### src/rtl/b_code_pkg.sv
// Shared definitions for the IRIG-B decoder.
// Contents: symbol encoding, FSM state encoding, pulse-width thresholds
// (tenths of a millisecond, turned into clock counts via ms_x10_to_cnt),
// frame geometry, BCD field bit positions and a P-marker position helper.
package b_code_pkg;

  typedef enum logic [1:0] {
    SYM_ZERO = 2'd0,
    SYM_ONE  = 2'd1,
    SYM_P    = 2'd2,
    SYM_ERR  = 2'd3
  } sym_t;

  typedef enum logic [1:0] {
    ST_HUNT  = 2'd0,
    ST_ONE_P = 2'd1,
    ST_LOCK  = 2'd2
  } dec_state_t;

  localparam int unsigned WIDTH_CNT_W = 24;
  localparam int unsigned LOS_CNT_W   = 32;
  localparam int unsigned FRAME_LEN   = 100;
  localparam int unsigned POS_W       = 7;

  // Class boundaries in tenths of a millisecond.
  localparam longint unsigned MS_X10_MIN  = 64'd10;
  localparam longint unsigned MS_X10_ZERO = 64'd35;
  localparam longint unsigned MS_X10_ONE  = 64'd65;
  localparam longint unsigned MS_X10_MAX  = 64'd95;

  // BCD field start bits within the frame, LSB first on the wire.
  localparam int unsigned SEC_U  = 1;
  localparam int unsigned SEC_T  = 6;
  localparam int unsigned MIN_U  = 10;
  localparam int unsigned MIN_T  = 15;
  localparam int unsigned HOUR_U = 20;
  localparam int unsigned HOUR_T = 25;
  localparam int unsigned DAY_U  = 30;
  localparam int unsigned DAY_T  = 35;
  localparam int unsigned DAY_H  = 40;
  localparam int unsigned YEAR_U = 50;
  localparam int unsigned YEAR_T = 55;

  function automatic longint unsigned ms_x10_to_cnt(input longint unsigned clk_hz,
                                                   input longint unsigned ms_x10);
    return (clk_hz * ms_x10) / 64'd10000;
  endfunction

  // Marker positions: Pr at 0 and P1..P0 at 9, 19, ..., 99.
  function automatic logic is_p_pos(input logic [POS_W-1:0] p);
    return (p == 7'd0) || ((p % 7'd10) == 7'd9);
  endfunction

endpackage

### src/rtl/b_decode_if.sv
// Bus bundle between the IRIG-B decoder and its consumer.
// master (decoder): input ex_bcode_signal; outputs sym_valid, sym, locked,
//   time_valid, sec_bcd, min_bcd, hour_bcd, day_bcd, year_bcd, frame_err.
// slave (consumer): the mirror image.
interface b_decode_if;
  import b_code_pkg::*;

  logic        ex_bcode_signal;
  logic        sym_valid;
  sym_t        sym;
  logic        locked;
  logic        time_valid;
  logic [7:0]  sec_bcd;
  logic [7:0]  min_bcd;
  logic [7:0]  hour_bcd;
  logic [11:0] day_bcd;
  logic [7:0]  year_bcd;
  logic        frame_err;

  modport master (
    input  ex_bcode_signal,
    output sym_valid, sym, locked, time_valid,
    output sec_bcd, min_bcd, hour_bcd, day_bcd, year_bcd, frame_err
  );

  modport slave (
    output ex_bcode_signal,
    input  sym_valid, sym, locked, time_valid,
    input  sec_bcd, min_bcd, hour_bcd, day_bcd, year_bcd, frame_err
  );
endinterface

### src/rtl/b_pulse_meas.sv
// IRIG-B pulse measurement: 2-FF synchronizer, edge detect, saturating
// high-time counter, width classifier and loss-of-signal detector.
// Ports:
//   clk, rst_n   : clock, synchronous active-low reset
//   bcode_in     : raw asynchronous DC level code
//   meas_valid   : one-cycle strobe, one cycle after the synchronized fall
//   meas_sym     : classification of the high time, valid with meas_valid
//   los          : one-cycle strobe when no rising edge for LOS_MS
module b_pulse_meas
  import b_code_pkg::*;
#(
  parameter int unsigned CLK_FREQ_HZ = 125_000_000,
  parameter int unsigned LOS_MS      = 12
) (
  input  logic clk,
  input  logic rst_n,
  input  logic bcode_in,
  output logic meas_valid,
  output sym_t meas_sym,
  output logic los
);

  localparam logic [WIDTH_CNT_W-1:0] TH_MIN  = WIDTH_CNT_W'(ms_x10_to_cnt(64'(CLK_FREQ_HZ), MS_X10_MIN));
  localparam logic [WIDTH_CNT_W-1:0] TH_ZERO = WIDTH_CNT_W'(ms_x10_to_cnt(64'(CLK_FREQ_HZ), MS_X10_ZERO));
  localparam logic [WIDTH_CNT_W-1:0] TH_ONE  = WIDTH_CNT_W'(ms_x10_to_cnt(64'(CLK_FREQ_HZ), MS_X10_ONE));
  localparam logic [WIDTH_CNT_W-1:0] TH_MAX  = WIDTH_CNT_W'(ms_x10_to_cnt(64'(CLK_FREQ_HZ), MS_X10_MAX));
  localparam logic [LOS_CNT_W-1:0]   LOS_CNT = LOS_CNT_W'(ms_x10_to_cnt(64'(CLK_FREQ_HZ), 64'(LOS_MS) * 64'd10));

  logic                   sync_1, sync_2, level_q;
  logic                   rise, fall, fall_q;
  logic [WIDTH_CNT_W-1:0] width_cnt;
  logic [LOS_CNT_W-1:0]   los_cnt;

  assign rise = sync_2 & ~level_q;
  assign fall = ~sync_2 & level_q;

  // level_q lags sync_2 by one cycle, so counting on level_q also counts the
  // fall cycle: width_cnt equals the number of synchronized high cycles by
  // the time fall_q is set.
  always_ff @(posedge clk) begin
    if (!rst_n) begin
      sync_1    <= 1'b0;
      sync_2    <= 1'b0;
      level_q   <= 1'b0;
      fall_q    <= 1'b0;
      width_cnt <= '0;
      los_cnt   <= '0;
    end else begin
      sync_1  <= bcode_in;
      sync_2  <= sync_1;
      level_q <= sync_2;
      fall_q  <= fall;
      if (rise)
        width_cnt <= '0;
      else if (level_q && (width_cnt != '1))
        width_cnt <= width_cnt + 1'b1;
      // Parks at LOS_CNT so the LOS strobe fires once per silent stretch.
      if (rise)
        los_cnt <= '0;
      else if (los_cnt != LOS_CNT)
        los_cnt <= los_cnt + 1'b1;
    end
  end

  assign los        = !rise && (los_cnt == LOS_CNT - 32'd1);
  assign meas_valid = fall_q;

  always_comb begin
    meas_sym = SYM_ERR;
    if (width_cnt < TH_MIN)
      meas_sym = SYM_ERR;
    else if (width_cnt < TH_ZERO)
      meas_sym = SYM_ZERO;
    else if (width_cnt < TH_ONE)
      meas_sym = SYM_ONE;
    else if (width_cnt < TH_MAX)
      meas_sym = SYM_P;
  end

endmodule

### src/rtl/b_decode.sv
// IRIG-B time code decoder: frame alignment FSM and BCD field extraction on
// top of b_pulse_meas.
// Ports:
//   clk, rst_n : clock, synchronous active-low reset
//   bus        : b_decode_if.master (ex_bcode_signal in; sym_valid, sym,
//                locked, time_valid, *_bcd fields, frame_err out)
// Build option: define B_DECODE_YEAR_EN to decode year_bcd; otherwise it is
// tied to zero and the year register is not built.
//
// state    | meaning
// ST_HUNT  | searching for the first of two consecutive P markers
// ST_ONE_P | one P seen; a second P (Pr) aligns the frame at position 0
// ST_LOCK  | aligned; pos is the position of the last accepted symbol
module b_decode
  import b_code_pkg::*;
#(
  parameter int unsigned CLK_FREQ_HZ = 125_000_000,
  parameter int unsigned LOS_MS      = 12
) (
  input  logic         clk,
  input  logic         rst_n,
  b_decode_if.master   bus
);

  dec_state_t           state, state_n;
  logic [POS_W-1:0]     pos, pos_n, pos_cur;
  logic [FRAME_LEN-1:0] frame, frame_n;
  logic                 err_n, tv_n;
  logic                 meas_valid, los;
  sym_t                 meas_sym;

  logic                 sym_valid_q, time_valid_q, frame_err_q;
  sym_t                 sym_q;
  logic [7:0]           sec_q, min_q, hour_q;
  logic [11:0]          day_q;

  b_pulse_meas #(
    .CLK_FREQ_HZ (CLK_FREQ_HZ),
    .LOS_MS      (LOS_MS)
  ) u_meas (
    .clk        (clk),
    .rst_n      (rst_n),
    .bcode_in   (bus.ex_bcode_signal),
    .meas_valid (meas_valid),
    .meas_sym   (meas_sym),
    .los        (los)
  );

  assign pos_cur = (pos == 7'(FRAME_LEN - 1)) ? '0 : pos + 1'b1;

  always_ff @(posedge clk) begin
    if (!rst_n) begin
      state <= ST_HUNT;
      pos   <= '0;
      frame <= '0;
    end else begin
      state <= state_n;
      pos   <= pos_n;
      frame <= frame_n;
    end
  end

  // LOS wins over a coincident symbol. Pr (position 0) is a marker as well,
  // so it is accepted as P when the frame wraps.
  always_comb begin
    state_n = state;
    pos_n   = pos;
    frame_n = frame;
    err_n   = 1'b0;
    tv_n    = 1'b0;
    if (los) begin
      err_n   = (state == ST_LOCK);
      state_n = ST_HUNT;
    end else if (meas_valid) begin
      unique case (state)
        ST_HUNT: begin
          if (meas_sym == SYM_P)
            state_n = ST_ONE_P;
        end
        ST_ONE_P: begin
          if (meas_sym == SYM_P) begin
            state_n = ST_LOCK;
            pos_n   = '0;
          end else begin
            state_n = ST_HUNT;
          end
        end
        ST_LOCK: begin
          if ((meas_sym == SYM_ERR) || ((meas_sym == SYM_P) != is_p_pos(pos_cur))) begin
            err_n   = 1'b1;
            state_n = ST_HUNT;
          end else begin
            pos_n = pos_cur;
            if (meas_sym != SYM_P)
              frame_n[pos_cur] = (meas_sym == SYM_ONE);
            tv_n = (pos_cur == 7'(FRAME_LEN - 1));
          end
        end
        default: state_n = ST_HUNT;
      endcase
    end
  end

  always_comb begin
    bus.locked = (state == ST_LOCK);
  end

  always_ff @(posedge clk) begin
    if (!rst_n) begin
      sym_valid_q  <= 1'b0;
      sym_q        <= SYM_ZERO;
      time_valid_q <= 1'b0;
      frame_err_q  <= 1'b0;
      sec_q        <= '0;
      min_q        <= '0;
      hour_q       <= '0;
      day_q        <= '0;
    end else begin
      sym_valid_q  <= meas_valid;
      time_valid_q <= tv_n;
      frame_err_q  <= err_n;
      if (meas_valid)
        sym_q <= meas_sym;
      // Position 99 is a marker, so frame already holds the full frame here.
      if (tv_n) begin
        sec_q  <= {1'b0, frame[SEC_T +: 3], frame[SEC_U +: 4]};
        min_q  <= {1'b0, frame[MIN_T +: 3], frame[MIN_U +: 4]};
        hour_q <= {2'b0, frame[HOUR_T +: 2], frame[HOUR_U +: 4]};
        day_q  <= {2'b0, frame[DAY_H +: 2], frame[DAY_T +: 4], frame[DAY_U +: 4]};
      end
    end
  end

`ifdef B_DECODE_YEAR_EN
  logic [7:0] year_q;

  always_ff @(posedge clk) begin
    if (!rst_n)
      year_q <= '0;
    else if (tv_n)
      year_q <= {frame[YEAR_T +: 4], frame[YEAR_U +: 4]};
  end

  assign bus.year_bcd = year_q;
`else
  assign bus.year_bcd = 8'h00;
`endif

  assign bus.sym_valid  = sym_valid_q;
  assign bus.sym        = sym_q;
  assign bus.time_valid = time_valid_q;
  assign bus.frame_err  = frame_err_q;
  assign bus.sec_bcd    = sec_q;
  assign bus.min_bcd    = min_q;
  assign bus.hour_bcd   = hour_q;
  assign bus.day_bcd    = day_q;

endmodule

### src/flat_wrapper.sv
// flat-port wrapper written by rule: the top's interface ports become plain ports
module b_decode_flat import b_code_pkg::*;
#(
  parameter int unsigned CLK_FREQ_HZ = 125_000_000,
  parameter int unsigned LOS_MS      = 12
)
  (clk, rst_n, bus_ex_bcode_signal, bus_sym_valid, bus_sym, bus_locked, bus_time_valid, bus_sec_bcd, bus_min_bcd, bus_hour_bcd, bus_day_bcd, bus_year_bcd, bus_frame_err);
  b_decode_if bus_i ();
  input  logic clk;
  input  logic rst_n;
  input wire logic [$bits(bus_i.ex_bcode_signal)-1:0] bus_ex_bcode_signal;
  output wire logic [$bits(bus_i.sym_valid)-1:0] bus_sym_valid;
  output wire logic [$bits(bus_i.sym)-1:0] bus_sym;
  output wire logic [$bits(bus_i.locked)-1:0] bus_locked;
  output wire logic [$bits(bus_i.time_valid)-1:0] bus_time_valid;
  output wire logic [$bits(bus_i.sec_bcd)-1:0] bus_sec_bcd;
  output wire logic [$bits(bus_i.min_bcd)-1:0] bus_min_bcd;
  output wire logic [$bits(bus_i.hour_bcd)-1:0] bus_hour_bcd;
  output wire logic [$bits(bus_i.day_bcd)-1:0] bus_day_bcd;
  output wire logic [$bits(bus_i.year_bcd)-1:0] bus_year_bcd;
  output wire logic [$bits(bus_i.frame_err)-1:0] bus_frame_err;
  assign bus_i.ex_bcode_signal = bus_ex_bcode_signal;
  assign bus_sym_valid = bus_i.sym_valid;
  assign bus_sym = bus_i.sym;
  assign bus_locked = bus_i.locked;
  assign bus_time_valid = bus_i.time_valid;
  assign bus_sec_bcd = bus_i.sec_bcd;
  assign bus_min_bcd = bus_i.min_bcd;
  assign bus_hour_bcd = bus_i.hour_bcd;
  assign bus_day_bcd = bus_i.day_bcd;
  assign bus_year_bcd = bus_i.year_bcd;
  assign bus_frame_err = bus_i.frame_err;
  b_decode #(.CLK_FREQ_HZ(CLK_FREQ_HZ), .LOS_MS(LOS_MS)) u_core (.clk(clk), .rst_n(rst_n), .bus(bus_i));
endmodule
### config.mk
export PLATFORM = sky130hd
export DESIGN_NAME = b_decode_flat
export DESIGN_NICKNAME = d
export VERILOG_FILES = /design/src/rtl/b_code_pkg.sv /design/src/rtl/b_decode_if.sv /design/src/rtl/b_pulse_meas.sv /design/src/rtl/b_decode.sv /design/src/flat_wrapper.sv
export SDC_FILE = /design/constraint.sdc
export NUM_CORES = 1
export LEC_CHECK = 0
export CAP_MARGIN = 20
export CORE_ASPECT_RATIO = 1.1
export CORE_MARGIN = 5
export CORE_UTILIZATION = 59
export DETAILED_ROUTE_END_ITERATION = 10
export GPL_TIMING_DRIVEN = 0
export HOLD_SLACK_MARGIN = 0.02
export PLACE_DENSITY = 0.89
export SYNTH_ARGS = -nofsm -noshare
export SYNTH_HDL_FRONTEND = slang
export SYNTH_SLANG_ARGS = --single-unit
### constraint.sdc
create_clock -name clk -period 5.9 [get_ports clk]
set_clock_uncertainty 0.1 [all_clocks]
set_input_delay 1.18 -clock clk [delete_from_list [all_inputs] [get_ports clk]]
set_output_delay 1.18 -clock clk [all_outputs]
set_load 0.005 [all_outputs]
### After elaboration in Yosys (flattened, before gate mapping)

Cells that the tools add are included.
W data, S select, Z words.

| word-level totals | value |
|---|---|
| register bits | 204 |
| logic and storage cells | 88 |
| output and inout port bits | 50 |

| operators by class | value |
|---|---|
| multiplexer cells | 23 |
| bitwise operators | 7 |
| eq/ne operators | 17 |
| magnitude comparators | 6 |
| reductions and logical operators | 14 |
| $add $sub $neg | 3 |
| divide/modulo/power cells | 1 |

Operators by type and width:

| cell | number |
|---|---|
| $bwmux W100 | 1 |
| $add A32 B1 Y32 const B | 1 |
| $eq A32 B21 Y1 const B | 1 |
| $ne A32 B21 Y1 const B | 1 |
| $add A24 B1 Y24 const B | 1 |
| $lt A24 B17 Y1 const B | 1 |
| $lt A24 B19 Y1 const B | 1 |
| $lt A24 B20 Y1 const B | 1 |
| $lt A24 B21 Y1 const B | 1 |
| $ne A24 B24 Y1 const B | 1 |
| $mux W7 | 3 |
| $eq A7 B7 Y1 const B | 2 |
| $pmux W7 S2 | 1 |
| $mux W2 | 6 |
| $mux W1 | 10 |
| $reduce_and A5 Y1 | 2 |
| $lt A7 B8 Y1 const B | 1 |
| $add A7 B1 Y7 const B | 1 |
| $demux W1 S7 | 1 |
| $eq A7 B4 Y1 const B | 1 |
| $ge A7 B1 Y1 const B | 1 |
| $logic_not A7 Y1 | 1 |
| $mod A7 B4 Y7 const B | 1 |
| $eq A2 B2 Y1 const B | 3 |
| 14 further kinds | 27 |

### Logic depth before layout (Yosys ltp)

Gate-level depths: netlist (run 1).

| depth | value |
|---|---|
| depth after elaboration | 12 |
| mapped depth | 28 |
| mapped depth without buffers | 25 |

### Cells and area by module

A second synthesis (run 1) with hierarchy kept.

| unflattened totals | value |
|---|---|
| cell total of the unflattened synthesis | 812 |
| area, all modules | 7104.3 um^2 |

By module, submodules not included:

| module | cells an instance | area each (um^2) | times used | seq. area each (um^2) |
|---|---|---|---|---|
| b_decode | 410 | 3843.7 | 1 | 1481.4 |
| b_pulse_meas | 402 | 3260.6 | 1 | 1201.2 |

### Worst setup path after synthesis (run 1)

Ideal clock, no wire load.

| timing | value |
|---|---|
| path kind | register to register |
| start point | register u_core.pos[1] |
| end point | register u_core.pos[1] |
| library setup time | 0.119 ns |
| data arrival time | 5.002 ns |
| stages on the path, launching flop included | 28 |
| clock period less this slack | 5.221 ns |
| path slack | 0.679 ns |
| required time | 5.681 ns |
| cell sequence | dfxtp_1 ha_1 buf_4 nand3_1 o22ai_1 nor2_1 inv_1 ha_1 a21oi_4 nor2_1 xnor2_1 ha_1 inv_1 a32oi_1 o211ai_1 a21oi_1 a21oi_1 a31oi_1 ha_1 a21oi_1 o2111a_1 a31o_2 a2bb2oi_1 o31a_1 buf_6 a221o_1 buf_6 mux2i_1 |

| between the ends | value |
|---|---|
| longest elaborated chain between the ends | 9 |
| elaborated cells on any way between the ends | 13 |

Ends and longest elaborated chain:

| what | line | text |
|---|---|---|
| start, declared | b_decode.sv:26 | `logic [POS_W-1:0] pos, pos_n, pos_cur;` |
| start signal, assigned | b_decode.sv:58 | `pos <= pos_n;` |
| $add A7 B1 Y7 or $eq A7 B7 Y1 (tied branches) | b_decode.sv:49 | `assign pos_cur = (pos == 7'(FRAME_LEN - 1)) ? '0 : pos + 1'b1;` |
| $mux W7 (*) | b_decode.sv:49 |  |
| $mod A7 B4 Y7 | b_code_pkg.sv:51 | `return (p == 7'd0) \|\| ((p % 7'd10) == 7'd9);` |
| $eq A7 B4 Y1 | b_code_pkg.sv:51 |  |
| $logic_or A1 B1 Y1 | b_code_pkg.sv:51 |  |
| $ne A1 B1 Y1 | b_decode.sv:89 | `if ((meas_sym == SYM_ERR) \|\| ((meas_sym == SYM_P) != is_p_pos(pos_cur))) begin` |
| $logic_or A1 B1 Y1 | b_decode.sv:89 |  |
| $ne A2 B2 Y1 (no source line) | - |  |
| $reduce_and A5 Y1 (no source line) | - |  |

Every way passes the cells marked *; elsewhere a longest branch is shown, timed or not. The select of a mux whose other input is x is not followed.
A chain may end at the register's enable or synchronous reset.

### Worst setup path in the final report (run 1)

| timing | value |
|---|---|
| start point | register u_core.pos[1] |
| end point | register u_core.pos[2] |

Same word-level chain as after synthesis.

==> impl_metrics.prom, run 1 <==
# TYPE chip_impl_metric gauge
chip_impl_metric{name="ys_async_sr_fraction",unit=""} 0
chip_impl_info{name="critical_path.endpoint_type",value="flip-flop"} 1
chip_impl_metric{name="dpl.cell_count",unit=""} 1079
chip_impl_metric{name="io_pins",unit=""} 53
chip_impl_metric{name="path_clk_slew",unit="ns"} 0.06
chip_impl_metric{name="tritoncts.num_buffers",unit=""} 17
chip_impl_metric{name="max-clock-path-buffers",unit=""} 2
chip_impl_metric{name="final_cell_count_no_fill",unit=""} 1114
chip_impl_info{name="tritoncts",value="built"} 1
chip_impl_metric{name="post_drt_via_cell_ratio",unit=""} 5.861
chip_impl_metric{name="synth_largest_type_area_fraction",unit=""} 0.3742
chip_impl_metric{name="post_synth.cell_area_avg",unit="um2"} 8.202
chip_impl_metric{name="cp_data_arrival_time",unit="ns"} 5.90
chip_impl_metric{name="power_frac_comb",unit=""} 0.021
chip_impl_metric{name="switching_share",unit=""} 0.2101
chip_impl_metric{name="cap_violations",unit=""} 0
chip_impl_metric{name="dpl-instance-area",unit="um2"} 7790
chip_impl_metric{name="number_of_antenna_violations_at_the_first_check_in_global_routing",unit=""} 0
chip_impl_metric{name="wl_per_cell",unit="um"} 16.26
chip_impl_metric{name="layout-drive-gt1-share",unit=""} 0.1031
chip_impl_metric{name="worst_slack",unit="ns"} 0.2418
chip_impl_metric{name="grt_start_max_net_pins",unit=""} 17
chip_impl_info{name="ys_top_cells_by_area",value="dfxtp_1 (37%), mux2i_1 (8.7%), nand2_1 (6.9%)"} 1
chip_impl_metric{name="cts_num_sinks",unit=""} 134
chip_impl_info{name="yosys_most_used_dff",value="dfxtp_1"} 1
chip_impl_metric{name="pwr-share-clk",unit=""} 0.541
chip_impl_metric{name="seq_area_frac_synth",unit=""} 0.3742
chip_impl_metric{name="dr_total_vias",unit=""} 6529
chip_impl_metric{name="fp.coreArea",unit="um2"} 11980
chip_impl_info{name="yosys.cell_count.top_type",value="dfxtp_1"} 1
chip_impl_metric{name="yosys_warnings",unit=""} 0
chip_impl_metric{name="start_util",unit=""} 0.5983
chip_impl_metric{name="area.growth.synth_to_final",unit="%"} 19.11
chip_impl_metric{name="fin_area",unit="um2"} 8538
chip_impl_metric{name="final_core_utilization",unit=""} 0.7126
chip_impl_metric{name="leakage",unit="nW"} 2.973
chip_impl_metric{name="clk-insertion-delay-late",unit="ns"} 0.43
chip_impl_metric{name="power_density",unit="nW/um2"} 243.9
chip_impl_metric{name="final_min_period_over_clock_period",unit=""} 0.9590
chip_impl_metric{name="placementRows",unit=""} 42
chip_impl_metric{name="timing.critical_path.fanout_max",unit=""} 10
chip_impl_info{name="hp-class",value="reg2reg"} 1
chip_impl_metric{name="wire_length_of_the_first_global_routing_pass",unit="um"} 29890
chip_impl_info{name="status",value="finished, final reports clean"} 1
chip_impl_metric{name="die_h",unit="um"} 125.6
chip_impl_metric{name="dp_hpwl",unit="um"} 12410
chip_impl_info{name="clock_tree.root_cell",value="clkbuf_16"} 1
chip_impl_metric{name="worstMarginPinSlew",unit="ns"} 0.7967
chip_impl_metric{name="power.share.sequential",unit=""} 0.438
chip_impl_metric{name="dieWidth",unit="um"} 115.1
chip_impl_metric{name="timing.critical_path.required",unit="ns"} 6.14
chip_impl_metric{name="clock_tree.htree_level_count",unit=""} 4
chip_impl_metric{name="finalHoldViolations",unit=""} 0
chip_impl_metric{name="firstDrtPassIters",unit=""} 8
chip_impl_info{name="synth_largest_area_cell",value="dfxtp_1"} 1
chip_impl_metric{name="die_area",unit="um2"} 14460
chip_impl_metric{name="post_synth_inst_count",unit=""} 874
chip_impl_metric{name="internal_power",unit="mW"} 1.645
chip_impl_metric{name="post-route-min-period",unit="ns"} 5.658
chip_impl_info{name="synth_common_cells",value="dfxtp_1 (134), nand2_1 (132), nor2_1 (98)"} 1
chip_impl_metric{name="finalMaxSlewViolations",unit=""} 0
chip_impl_metric{name="synth-edff-count",unit=""} 0
chip_impl_metric{name="grt_pass1_vias",unit=""} 6443
chip_impl_metric{name="vdd_ir_drop_max",unit="mV"} 0.2821
chip_impl_metric{name="power_switching",unit="uW"} 437.7
chip_impl_metric{name="port_buffers",unit=""} 38
chip_impl_metric{name="post_synth_cell_types",unit=""} 73
chip_impl_metric{name="routabilityCongestion",unit=""} 0.9547
chip_impl_info{name="crit_path_start_kind",value="flip-flop"} 1
chip_impl_metric{name="detail_route.iter0.violations",unit=""} 496
chip_impl_info{name="worstSetupPathType",value="reg2reg"} 1
chip_impl_metric{name="pre_cts_ws",unit="ns"} -0.4022
chip_impl_metric{name="drt_wl_total",unit="um"} 18110
chip_impl_metric{name="synth.cell_area",unit="um2"} 7168
chip_impl_metric{name="timing.max_slew.rel_slack",unit=""} 0.4639
chip_impl_metric{name="globalRouteTotalUtil",unit=""} 0.2514
chip_impl_metric{name="route.antenna.remaining_nets",unit=""} 0
chip_impl_metric{name="drc",unit=""} 0
chip_impl_metric{name="globalRoute.totalOverflow",unit=""} 0
chip_impl_metric{name="diodes",unit=""} 0
chip_impl_metric{name="worst_hold_slack",unit="ns"} 0.3539
chip_impl_metric{name="ys_ff_latch",unit=""} 134
chip_impl_metric{name="design.final.nets",unit=""} 964
chip_impl_metric{name="fmax",unit="MHz"} 176.7
chip_impl_metric{name="setup_viol_count_final",unit=""} 0
==> path summary, 6_finish.rpt <==
check                                  start                             endpoint  slack [ns]  depth (start not counted)
max               u_core.pos[1]$_SDFFE_PN0P_           u_core.pos[2]$_SDFFE_PN0P_        0.24                         27
max reg2reg       u_core.pos[1]$_SDFFE_PN0P_           u_core.pos[2]$_SDFFE_PN0P_        0.24                         27
min reg2reg  u_core.u_meas.sync_2$_SDFF_PN0_  u_core.u_meas.meas_valid$_SDFF_PN0_        0.35                          1
min          u_core.u_meas.sync_2$_SDFF_PN0_  u_core.u_meas.meas_valid$_SDFF_PN0_        0.35                          1
==> critical path, cell delays in order, from the launching register on <==
cell and delay, ns:
dfxtp_2 0.44, ha_1 0.22, buf_4 0.20, nand3_2 0.15
o22ai_2 0.25, nor2_4 0.09, inv_1 0.18, ha_4 0.22
a21oi_4 0.06, nor2_1 0.12, xnor2_1 0.18, ha_2 0.27
inv_1 0.13, a32oi_4 0.28, o211ai_1 0.18, a21oi_2 0.23
a21oi_1 0.10, a31oi_2 0.23, ha_1 0.20, a21oi_1 0.10
o2111a_1 0.16, a31o_2 0.22, a2bb2oi_2 0.17, o31a_1 0.27
buf_6 0.15, a221o_1 0.32, buf_6 0.15, mux2i_1 0.18
==> per-layer routing <==
metal | wire length, um | track usage | vias to the layer above
li1 | - | - | 3170
met2 | 9470 | 0.4421 | 216
met3 | 899 | 0.04833 | 62
met1 | 7205 | 0.2929 | 3081
met5 | 0 | 0 | -
met4 | 534 | 0.1098 | 0
==> stage by stage <==
stage,TNS (ns),total power [mW]
after floorplan,0,0.9611
after global placement,-11.13,0.9727
after detailed placement,-16.09,0.9738
after CTS,0,2.083
after global routing,-0.1073,2.138
final,0,2.083
==> repair_timing <==
| action | in CTS | in global routing |
|---|---|---|
| setup buffers | 1 | 2 |
| pin swaps | 1 | 2 |
| hold buffers | 0 | 0 |
| cloned | 0 | 0 |
| endpoints found under the setup margin | 53 | 52 |
| resized for setup | 10 | 10 |
==> cells by family after synthesis <==
group,count (synthesis),synth area share
mux,64,0.08972
simple gates,418,0.2781
fa+ha+maj,14,0.02444
other cells,1,0.0005231
flops,134,0.3742
buf+inv,80,0.05533
compound gates,112,0.1117
xor+xnor,51,0.06598
==> state kept, by name (all words and copies together), names as in the netlist <==
signal and cells:
u_core.bus.sym_valid 1, u_core.u_meas.meas_valid 1, u_core.bus.hour_bcd 6, u_core.state 2, u_core.u_meas.sync_1 1, u_core.bus.day_bcd 10
u_core.u_meas.sync_2 1, u_core.bus.sec_bcd 7, u_core.u_meas.los_cnt 32, u_core.bus.time_valid 1, u_core.pos 7, u_core.bus.frame_err 1
u_core.u_meas.width_cnt 24, u_core.u_meas.level_q 1, u_core.bus.min_bcd 7, u_core.bus.sym 2, u_core.frame 30
==> cell usage in the layout (no fill, tap or decap), drive strengths merged, types with 7 or more instances in the layout <==
master,n
nand2,132
nor2b,17
a21oi,25
nand4,23
nand3,48
buf,33
clkbuf,53
and2,11
xnor2,19
ha,14
or3,12
clkdlybuf4s50,38
conb,14
nor4,10
inv,19
and3,12
o211ai,8
nor2,98
nand2b,7
mux2i,62
o21ai,23
xor2,32
nor3,29
dfxtp,134
==> final cells by class <==
type / instances / area [um2]
Clock buffer: 22 / 494.2
Buffer: 61 / 337.8
Sequential cell: 134 / 2685
Fill cell: 925 / 3443
Clock inverter: 10 / 141.4
Multi-Input combinational cell: 673 / 4213
Timing Repair Buffer: 41 / 402.9
Tap cell: 154 / 192.7
Inverter: 19 / 71.32
==> power by group through the flow <==
stage / combinational [mW] / clock [mW] / sequential (mW)
4_1_cts: 0.0432 / 1.13 / 0.912
6_report: 0.0440 / 1.13 / 0.912
5_1_grt: 0.0488 / 1.18 / 0.912
3_5_place_dp: 0.0427 / 0 / 0.931
2_1_floorplan: 0.0308 / 0 / 0.930
3_3_place_gp: 0.0419 / 0 / 0.931
(Power assumes the default switching activity.)
==> run 2: changes to the inputs <==
--- a/config.mk
+++ b/config.mk
@@ -11,7 +11,6 @@
 export CORE_UTILIZATION = 59
 export DETAILED_ROUTE_END_ITERATION = 10
 export GPL_TIMING_DRIVEN = 0
-export HOLD_SLACK_MARGIN = 0.02
 export PLACE_DENSITY = 0.89
 export SYNTH_ARGS = -nofsm -noshare
 export SYNTH_HDL_FRONTEND = slang
==> constraint.sdc (replaced) <==
create_clock -name clk -period 5.9 [get_ports clk]
set_clock_uncertainty 0.1 [all_clocks]
set_input_delay 1.475 -clock clk [delete_from_list [all_inputs] [get_ports clk]]
set_output_delay 1.475 -clock clk [all_outputs]
set_load 0.005 [all_outputs]
==> results of run 2 <==
Final layout, timing and power as in run 1 (identical DEF).
==> run 3: changes to the inputs <==
--- a/config.mk
+++ b/config.mk
@@ -10,7 +10,6 @@
 export CORE_MARGIN = 5
 export CORE_UTILIZATION = 59
 export DETAILED_ROUTE_END_ITERATION = 10
-export GPL_TIMING_DRIVEN = 0
 export PLACE_DENSITY = 0.89
 export SYNTH_ARGS = -nofsm -noshare
 export SYNTH_HDL_FRONTEND = slang
==> impl_metrics.prom, run 3 (synthesized netlist as in run 1, its figures left out) <==
# TYPE chip_impl_metric gauge
chip_impl_metric{name="internal_power",unit="mW"} 1.545
chip_impl_metric{name="power.share.sequential",unit=""} 0.464
chip_impl_metric{name="clk-insertion-delay-late",unit="ns"} 0.42
chip_impl_metric{name="timing.critical_path.required",unit="ns"} 6.15
chip_impl_metric{name="final_core_utilization",unit=""} 0.6813
chip_impl_metric{name="number_of_antenna_violations_at_the_first_check_in_global_routing",unit=""} 0
chip_impl_metric{name="r2r_slack",unit="ns"} 0.50
chip_impl_metric{name="io_pins",unit=""} 53
chip_impl_metric{name="worstMarginPinSlew",unit="ns"} 0.8051
chip_impl_metric{name="wl_per_cell",unit="um"} 15.02
chip_impl_metric{name="port_buffers",unit=""} 38
chip_impl_metric{name="dieWidth",unit="um"} 115.1
chip_impl_metric{name="max-clock-path-buffers",unit=""} 2
chip_impl_metric{name="post-route-min-period",unit="ns"} 5.396
chip_impl_metric{name="worst_slack",unit="ns"} 0.5037
chip_impl_metric{name="reg2reg_depth",unit=""} 24
chip_impl_info{name="worstSetupPathType",value="reg2reg"} 1
chip_impl_metric{name="leakage",unit="nW"} 2.783
chip_impl_metric{name="clock_tree.htree_level_count",unit=""} 4
chip_impl_metric{name="cap_violations",unit=""} 0
chip_impl_metric{name="worstHoldPathCells",unit=""} 1
chip_impl_metric{name="largest_register_ff_count",unit=""} 32
chip_impl_metric{name="tritoncts.num_buffers",unit=""} 17
chip_impl_info{name="worstHoldEndpoint",value="u_core.u_meas.sync_2$_SDFF_PN0_"} 1
chip_impl_metric{name="path_clk_slew",unit="ns"} 0.06
chip_impl_metric{name="post_cts.resized_instances",unit=""} 0
chip_impl_metric{name="final_cell_count_no_fill",unit=""} 1060
chip_impl_info{name="min-delay-start",value="u_core.u_meas.sync_1$_SDFF_PN0_"} 1
chip_impl_metric{name="route.antenna.remaining_nets",unit=""} 0
chip_impl_metric{name="start_util",unit=""} 0.5983
chip_impl_metric{name="pwr-share-clk",unit=""} 0.520
chip_impl_info{name="crit_path_start_kind",value="flip-flop"} 1
chip_impl_info{name="hp-class",value="reg2reg"} 1
chip_impl_metric{name="power_switching",unit="uW"} 416.9
chip_impl_info{name="layout_common_cells",value="nand2_1 (132), dfxtp_1 (131), nor2_1 (98)"} 1
chip_impl_metric{name="power_density",unit="nW/um2"} 240.4
chip_impl_info{name="crit-reg2reg-launch",value="u_core.pos[3]$_SDFFE_PN0P_"} 1
chip_impl_metric{name="die_h",unit="um"} 125.6
chip_impl_metric{name="grt_pass1_vias",unit=""} 5780
chip_impl_metric{name="wire_length_of_the_first_global_routing_pass",unit="um"} 26590
chip_impl_metric{name="area.growth.synth_to_final",unit="%"} 13.88
chip_impl_metric{name="dr_total_vias",unit=""} 6141
chip_impl_metric{name="finalPower",unit="mW"} 1.962
chip_impl_metric{name="vdd_ir_drop_max",unit="mV"} 0.2299
chip_impl_metric{name="grt_start_max_net_pins",unit=""} 57
chip_impl_metric{name="post_cts_setup_repair_buffer_count",unit=""} 0
chip_impl_metric{name="switching_share",unit=""} 0.2125
chip_impl_metric{name="finalMaxSlewViolations",unit=""} 0
chip_impl_metric{name="globalRouteTotalUtil",unit=""} 0.2243
chip_impl_metric{name="power_frac_comb",unit=""} 0.016
chip_impl_metric{name="design.final.nets",unit=""} 911
chip_impl_info{name="register_containing_the_most_flip_flops_in_the_final_layout",value="u_core.u_meas.los_cnt"} 1
chip_impl_info{name="critPathSlowestCell",value="dfxtp_1"} 1
chip_impl_metric{name="cts_num_sinks",unit=""} 134
chip_impl_metric{name="placementRows",unit=""} 42
chip_impl_metric{name="diodes",unit=""} 0
chip_impl_metric{name="critPathMaxStageDelay",unit="ns"} 0.55
chip_impl_metric{name="pre_cts_ws",unit="ns"} 0.1110
chip_impl_metric{name="fmax",unit="MHz"} 185.3
chip_impl_metric{name="dp_hpwl",unit="um"} 11060
chip_impl_info{name="tritoncts",value="built"} 1
chip_impl_info{name="timing.critical_path.cells",value="and3_1, a31oi_1, nor2_1, inv_1, ha_1, a21oi_4, nor2_1, xnor2_1, ha_1, inv_1, a32oi_2, o211ai_1, a21oi_1, a21oi_1, a31oi_1, ha_1, a21oi_1, o2111a_1, a31o_2, a2bb2oi_1, o31a_1, mux2_2, buf_12, mux2i_1"} 1
chip_impl_metric{name="cts_hold_buf",unit=""} 0
chip_impl_metric{name="detail_route.iter0.violations",unit=""} 381
chip_impl_metric{name="dpl.cell_count",unit=""} 1029
chip_impl_metric{name="drt_wl_total",unit="um"} 15920
chip_impl_metric{name="worst_hold_slack",unit="ns"} 0.3297
chip_impl_info{name="crit-reg2reg-capture",value="u_core.bus.day_bcd[7]$_SDFFE_PN0P_"} 1
chip_impl_metric{name="final_min_period_over_clock_period",unit=""} 0.9146
chip_impl_metric{name="timing.max_slew.rel_slack",unit=""} 0.4613
chip_impl_metric{name="fin_area",unit="um2"} 8163
chip_impl_metric{name="post_drt_via_cell_ratio",unit=""} 5.793
chip_impl_info{name="grt_setup_unrepaired",value="false"} 1
chip_impl_metric{name="setup_viol_count_final",unit=""} 0
chip_impl_info{name="clock_tree.root_cell",value="clkbuf_16"} 1
chip_impl_metric{name="timing.critical_path.fanout_max",unit=""} 30
chip_impl_metric{name="drc",unit=""} 0
chip_impl_metric{name="dpl-instance-area",unit="um2"} 7555
chip_impl_info{name="layout.cells.most_common",value="nand2_1"} 1
chip_impl_metric{name="layout-drive-gt1-share",unit=""} 0.07947
chip_impl_metric{name="fp.coreArea",unit="um2"} 11980
chip_impl_metric{name="cp_data_arrival_time",unit="ns"} 5.64
chip_impl_metric{name="total_negative_slack",unit="ns"} 0
chip_impl_info{name="reg_top3",value="u_core.u_meas.los_cnt (32), u_core.frame (30), u_core.u_meas.width_cnt (24)"} 1
chip_impl_metric{name="routabilityCongestion",unit=""} 0.9230
chip_impl_metric{name="firstDrtPassIters",unit=""} 6
chip_impl_info{name="critical_path.endpoint_type",value="flip-flop"} 1
chip_impl_metric{name="finalHoldViolations",unit=""} 0
chip_impl_info{name="status",value="finished, final reports clean"} 1
chip_impl_metric{name="die_area",unit="um2"} 14460
chip_impl_metric{name="globalRoute.totalOverflow",unit=""} 0
-- run 3: cell types whose count changed in the layout (fill, tap and decap cells not counted), moves of 2 or more --
cell      before  now
clkbuf_8       5    1
buf_6          4    0
clkinv_2       2    4
buf_4         22   10
buf_2          4    1
buf_1          3    0
clkbuf_1      29    1
clkbuf_2       2    0
-- run 3: area by class of cell --
| type | count | area [um2] |
|---|---|---|
| clock buffers | 19 | 442.9 |
| clock inverters | 12 | 128.9 |
| fillers | 967 | 3819 |
| inverters | 19 | 71.32 |
| multi-input cells | 673 | 4170 |
| flip-flops and latches | 134 | 2686 |
| well taps | 154 | 192.7 |
| repair buffers | 49 | 470.5 |
-- run 3: critical path, delay by kind of cell, from the launching register on --
kind                     cells  cell delay, ns
XOR/XNOR                     1            0.14
adder cells (fa/ha/maj)      3            0.71
flip-flops                   1            0.55
AND/OR/NAND/NOR              3            0.55
buffers and inverters        3            0.47
AO/OA/AOI/OAI               12            2.30
multiplexers                 2            0.49
-- run 3: per-layer routing --
layer	vias up	wire length [um]	part of all wire	GRT usage
met2	177	8015	0.50	0.3781
met3	46	868	0.055	0.05220
li1	3061	-	-	-
met4	0	458	0.029	0.1036
met5	-	0	0	0
met1	2857	6574	0.41	0.2676
-- run 3: power by group through the flow --
stage | logic (mW) | clock network, mW | registers, mW
final | 0.0308 | 1.02 | 0.911
after global routing | 0.0349 | 1.08 | 0.911
after CTS | 0.0308 | 1.04 | 0.911
after detailed placement | 0.0300 | 0 | 0.931
after global placement | 0.0299 | 0 | 0.931
after floorplan | 0.0308 | 0 | 0.930
-- run 3: worst max-delay path by stage --
stage / cells after the start / start / end
after detailed placement: 25 / u_core.pos[1]$_SDFFE_PN0P_ / u_core.bus.day_bcd[2]$_SDFFE_PN0P_
after CTS: 25 / u_core.pos[1]$_SDFFE_PN0P_ / u_core.bus.day_bcd[2]$_SDFFE_PN0P_
final: 24 / u_core.pos[3]$_SDFFE_PN0P_ / u_core.bus.day_bcd[7]$_SDFFE_PN0P_
after global placement: 24 / u_core.pos[1]$_SDFFE_PN0P_ / u_core.pos[6]$_SDFFE_PN0P_
after global routing: 25 / u_core.pos[1]$_SDFFE_PN0P_ / u_core.bus.hour_bcd[5]$_SDFFE_PN0P_
after floorplan: 27 / u_core.pos[1]$_SDFFE_PN0P_ / u_core.pos[1]$_SDFFE_PN0P_
==> patch 1 (config.mk and constraints of run 3) <==
The package constant `LOS_CNT_W` goes from 32 to 48.
--- a/src/rtl/b_code_pkg.sv
+++ b/src/rtl/b_code_pkg.sv
@@ -20,3 +20,3 @@
   localparam int unsigned WIDTH_CNT_W = 24;
-  localparam int unsigned LOS_CNT_W   = 32;
+  localparam int unsigned LOS_CNT_W   = 48;
   localparam int unsigned FRAME_LEN   = 100;
Behaviour: no difference found for any inputs over 10 cycles, from zero or initial values and one cycle with rst_n low; that may be too few to reach the edited logic, so the function may still have changed.
==> patch 1 against run 3 <==
Sequential power increased by 12%; synthesized cell count increased by 4.0%; synthesized area is 5.9% higher; cell count is 4.2% higher; setup slack lost 180 ps; power grew 12%; sequential cell count grew 16; routed wire length grew 13%; sequential share of layout area is 1.7 points higher; final area is 6.5% higher; first-iteration DRC count is 55% higher; clock power is 13% higher; highest routed layer unchanged.
==> patch 1: results (changes against run 3) <==
Outcome: completed
Crit path DAT: 5740 ps (+100 ps)
YS warnings: 0 (unchanged)
Delay-heaviest family, CP: simple AND/OR/NAND/NOR gates
R2R Setup Slk: 320 ps (-180 ps)
Initial DRC Count: 591 (+55%)
Post-Route WL: 17900 um (+13%)
GRT met2 Usage: 39.2% (+1.4 points)
Pin count of the biggest net entering global routing: 60 (+5.3%)
DRT Pass-1 Iters: 5 (-1)
Switching share of power: 20.5% (-0.80 points)
WL met2: 8910 um (+11%)
P_seq: 1.02 mW (+12%)
Synth area leaders: dfxtp_1, mux2i_1, nand2_1, nor2_1, xor2_1
Max Buffers Root-to-Sink: 2 (unchanged)
Vias in the first global route: 6391 (+11%)
Slowest CP cell: or4_1
Biggest regs: u_core.u_meas.los_cnt (48), u_core.frame (30), u_core.u_meas.width_cnt (24)
Fin nets: 952 (+4.5%)
Max FO, Critical Path: 19 (-37%)
Slew HR: 41.7% (-4.4 points)
Hold slack: 340 ps (+9.94 ps)
Vias: 6593 (+7.4%)
Seq/Total Area, Yosys: 39.6% (+2.1 points)
DRC: 0 (unchanged)
Worst-skew pair later-pin latency: 420 ps (about the same)
Share of cells above drive strength 1: 7.50% (-0.45 points)
Routed wl met3: 858 um (-1.2%)
Max incr delay on CP: 580 ps (+30 ps)
GR Util met3: 5.49% (+0.27 points)
Post-synth top cells: dfxtp_1, nand2_1, nor2_1, mux2i_1, nand3_1
DP HPWL: 11500 um (+4.4%)
First-pass GRT wire length: 29800 um (+12%)
GRT Overall Usage: 23.4% (+1.0 points)
Distinct cells, synth: 66 (-9.6%)
IO Port Bufs: 38 (unchanged)
Worst vdd ir: 279 uV (+22%)
M1 WL: 7450 um (+13%)
Met1 Usage GRT: 28.3% (+1.5 points)
Leak pwr: 3.14 nW (+13%)
R2r worst-path depth: 25 (+4.2%)
Placer Congestion: 0.881 (-4.5%)
==> patch 1: cell count changes after synthesis, sizes merged, moves of 5 or more <==
cell | run 3 | this run
a31o | 5 | 0
and4 | 2 | 8
dfxtp | 134 | 150
inv | 18 | 25
nand4 | 23 | 11
nor2 | 98 | 111
nor2b | 17 | 7
nor4 | 10 | 25
o22ai | 2 | 9
or3 | 12 | 6
or4 | 3 | 13
xnor2 | 19 | 24
xor2 | 32 | 43
==> patch 1: final timing paths <==
| check | startpoint | end |
|---|---|---|
| worst max-delay path | u_core.pos[4] | u_core.frame[20] |
| worst min register to register | u_core.u_meas.sync_1 | u_core.u_meas.sync_2 |
| worst min-delay path | u_core.u_meas.sync_1 | u_core.u_meas.sync_2 |
| worst max register to register | u_core.pos[4] | u_core.frame[20] |
==> patch 1: repair_timing <==
item                       CTS  global route
resized for setup            0            15
setup endpoints to repair    0            65
buffers inserted             0             0
==> patch 1: through the flow <==
| step | total power [mW] | worst slack [ps] | utilization [%] | instances | cell area, um^2 |
|---|---|---|---|---|---|
| 4_1_cts | 2.21 | 21.6 | 68.7 | 1104 | 8640 |
| 5_1_grt | 2.27 | 9.31 | 69.1 | 1104 | 8690 |
| 6_report | 2.20 | 322 | 69.1 | 1104 | 8690 |
| 2_1_floorplan | 1.07 | 178 | - | 922 | 7640 |
| 3_3_place_gp | 1.07 | 366 | 63.6 | 1073 | 8010 |
| 3_5_place_dp | 1.07 | 74.0 | 63.6 | 1073 | 8010 |
==> patch 1: area by class of cell <==
class / instances / area (um^2)
inverter: 25 / 93.8
sequential: 150 / 3010
fill: 889 / 3900
multi-input combinational: 690 / 4280
clock inverter: 11 / 174
tap: 157 / 196
clock buffer: 20 / 457
timing repair buffer: 51 / 485
==> patch 1: logic make-up (layout without fill, tap and decap cells) <==
| family | after synthesis | after routing | synth area share (%) |
|---|---|---|---|
| AOI/OAI and AO/OA | 106 | 106 | 9.18 |
| xor gates and xnor gates | 67 | 67 | 7.83 |
| adders and majority gates | 14 | 14 | 2.31 |
| buffers and inverters | 82 | 107 | 5.44 |
| DFF | 150 | 150 | 39.6 |
| muxes | 64 | 64 | 8.57 |
| other | 1 | 14 | 0.0494 |
| and+or+nand+nor | 425 | 425 | 27.1 |
==> patch 1: worst reg2reg max path, cell delays in order (launching register included) <==
cell,delay [ps]
dfxtp_2,420
and4_4,290
mux2i_4,290
nand2_1,130
inv_1,160
ha_2,230
nor3_4,50
nor2_1,120
xnor2_1,80
ha_1,200
buf_4,160
nor2_1,140
a211oi_1,90
a221o_1,360
a21o_1,230
a21oi_1,170
nor2_1,60
nor2_1,150
ha_1,250
o21ai_0,150
a311o_1,160
nor2_1,50
o32a_2,420
and2_4,240
or4_1,590
mux2i_1,150
==> patch 2 (flow settings as in run 3) <==
Without the edit above. The 3 states of `dec_state_t` get a one-hot encoding in 3 bits.
--- a/src/rtl/b_code_pkg.sv
+++ b/src/rtl/b_code_pkg.sv
@@ -13,6 +13,6 @@
 
-  typedef enum logic [1:0] {
-    ST_HUNT  = 2'd0,
-    ST_ONE_P = 2'd1,
-    ST_LOCK  = 2'd2
+  typedef enum logic [2:0] {
+    ST_HUNT  = 3'b001,
+    ST_ONE_P = 3'b010,
+    ST_LOCK  = 3'b100
   } dec_state_t;
Formal check against the unedited RTL: no difference found for any inputs over 10 cycles, from zero or initial values and one cycle with rst_n low; not proved beyond that.
==> patch 2 against run 3 <==
Largest cell class unchanged; setup slack got worse by 190 ps; power fell by 3.0%; combinational power is 2% higher; critical endpoint is now u_core.bus.hour_bcd[3]; final area is 2.1% higher; synthesized area rose by 2.2%; clock power down 6%; critical path type unchanged; routed wire length is essentially flat; sequential cell count up 1; highest routed layer unchanged.
==> patch 2: results (changes against run 3) <==
P_seq: 0.918 mW (+0.8%)
Sw power: 0.428 mW (+2.6%)
Outcome: completed
Signal buffers: 55 (+12%)
Fraction of area in registers: 32.4% (-0.46 points)
Crit path time final: 5590 ps (+195 ps)
Met1 Usage GRT: 27.8% (+1.0 points)
DRT Pass-1 Iters: 5 (-1)
Clock share of power: 50.1% (-1.9 points)
Vias: 6098 (-0.70%)
Slowest CP cell: a41o_4
GR Util met3: 5.19% (-0.027 points)
Seq/Total Area, Yosys: 36.9% (-0.54 points)
Vias in the first global route: 5785 (+0.087%)
Leak pwr: 3.03 nW (+9.0%)
Fillcell total: 922 (-4.7%)
Synth Register Bits: 135 (+0.75%)
R2R Setup Slk: 310 ps (-190 ps)
Fin nets: 889 (-2.4%)
Placer Congestion: 0.940 (+1.9%)
GRT Overall Usage: 22.1% (-0.33 points)
CORE AREA: 12100 um^2 (+0.88%)
Multi-input combinational area share: 51.7% (+0.57 points)
Placed insts: 1006 (-2.2%)
First-pass GRT wire length: 26800 um (+0.86%)
Pin count of the biggest net entering global routing: 85 (+49%)
Seq. cell area: 2710 um^2 (+0.70%)
Hold slack: 337 ps (+7.60 ps)
Post-synth top cells: dfxtp_1, nor2_1, nand2_1, mux2i_1, nand3_1
Slew HR: 50.5% (+4.4 points)
Layout clock area frac: 6.47% (-0.54 points)
-- patch 2: changes by cell type in the layout (fill, tap and decap cells not counted), sizes merged, moves of 7 or more --
| cell | before | now |
|---|---|---|
| nand3 | 48 | 56 |
| and3 | 12 | 19 |
| nor2b | 17 | 33 |
| nor3 | 29 | 22 |
| nand2 | 132 | 80 |
| mux2i | 62 | 70 |
| nor2 | 98 | 82 |
-- patch 2: cells by family (layout without fill, tap and decap cells) --
group,count (synthesis),in the layout,share of synthesized area (%)
adders and majority gates,14,14,2.39
and+or+nand+nor,374,374,26.7
muxes,71,71,9.71
DFF,135,135,36.9
other,1,14,0.0512
AOI/OAI and AO/OA,118,118,12.3
buffers and inverters,85,109,5.84
xor gates and xnor gates,50,50,6.18
-- patch 2: per-layer routing --
metal  wire length [um]  part of all wire (%)
met4                376                   2.4
met3                787                   4.9
met1               7010                    44
met2               7760                    49
met5                  0                     0
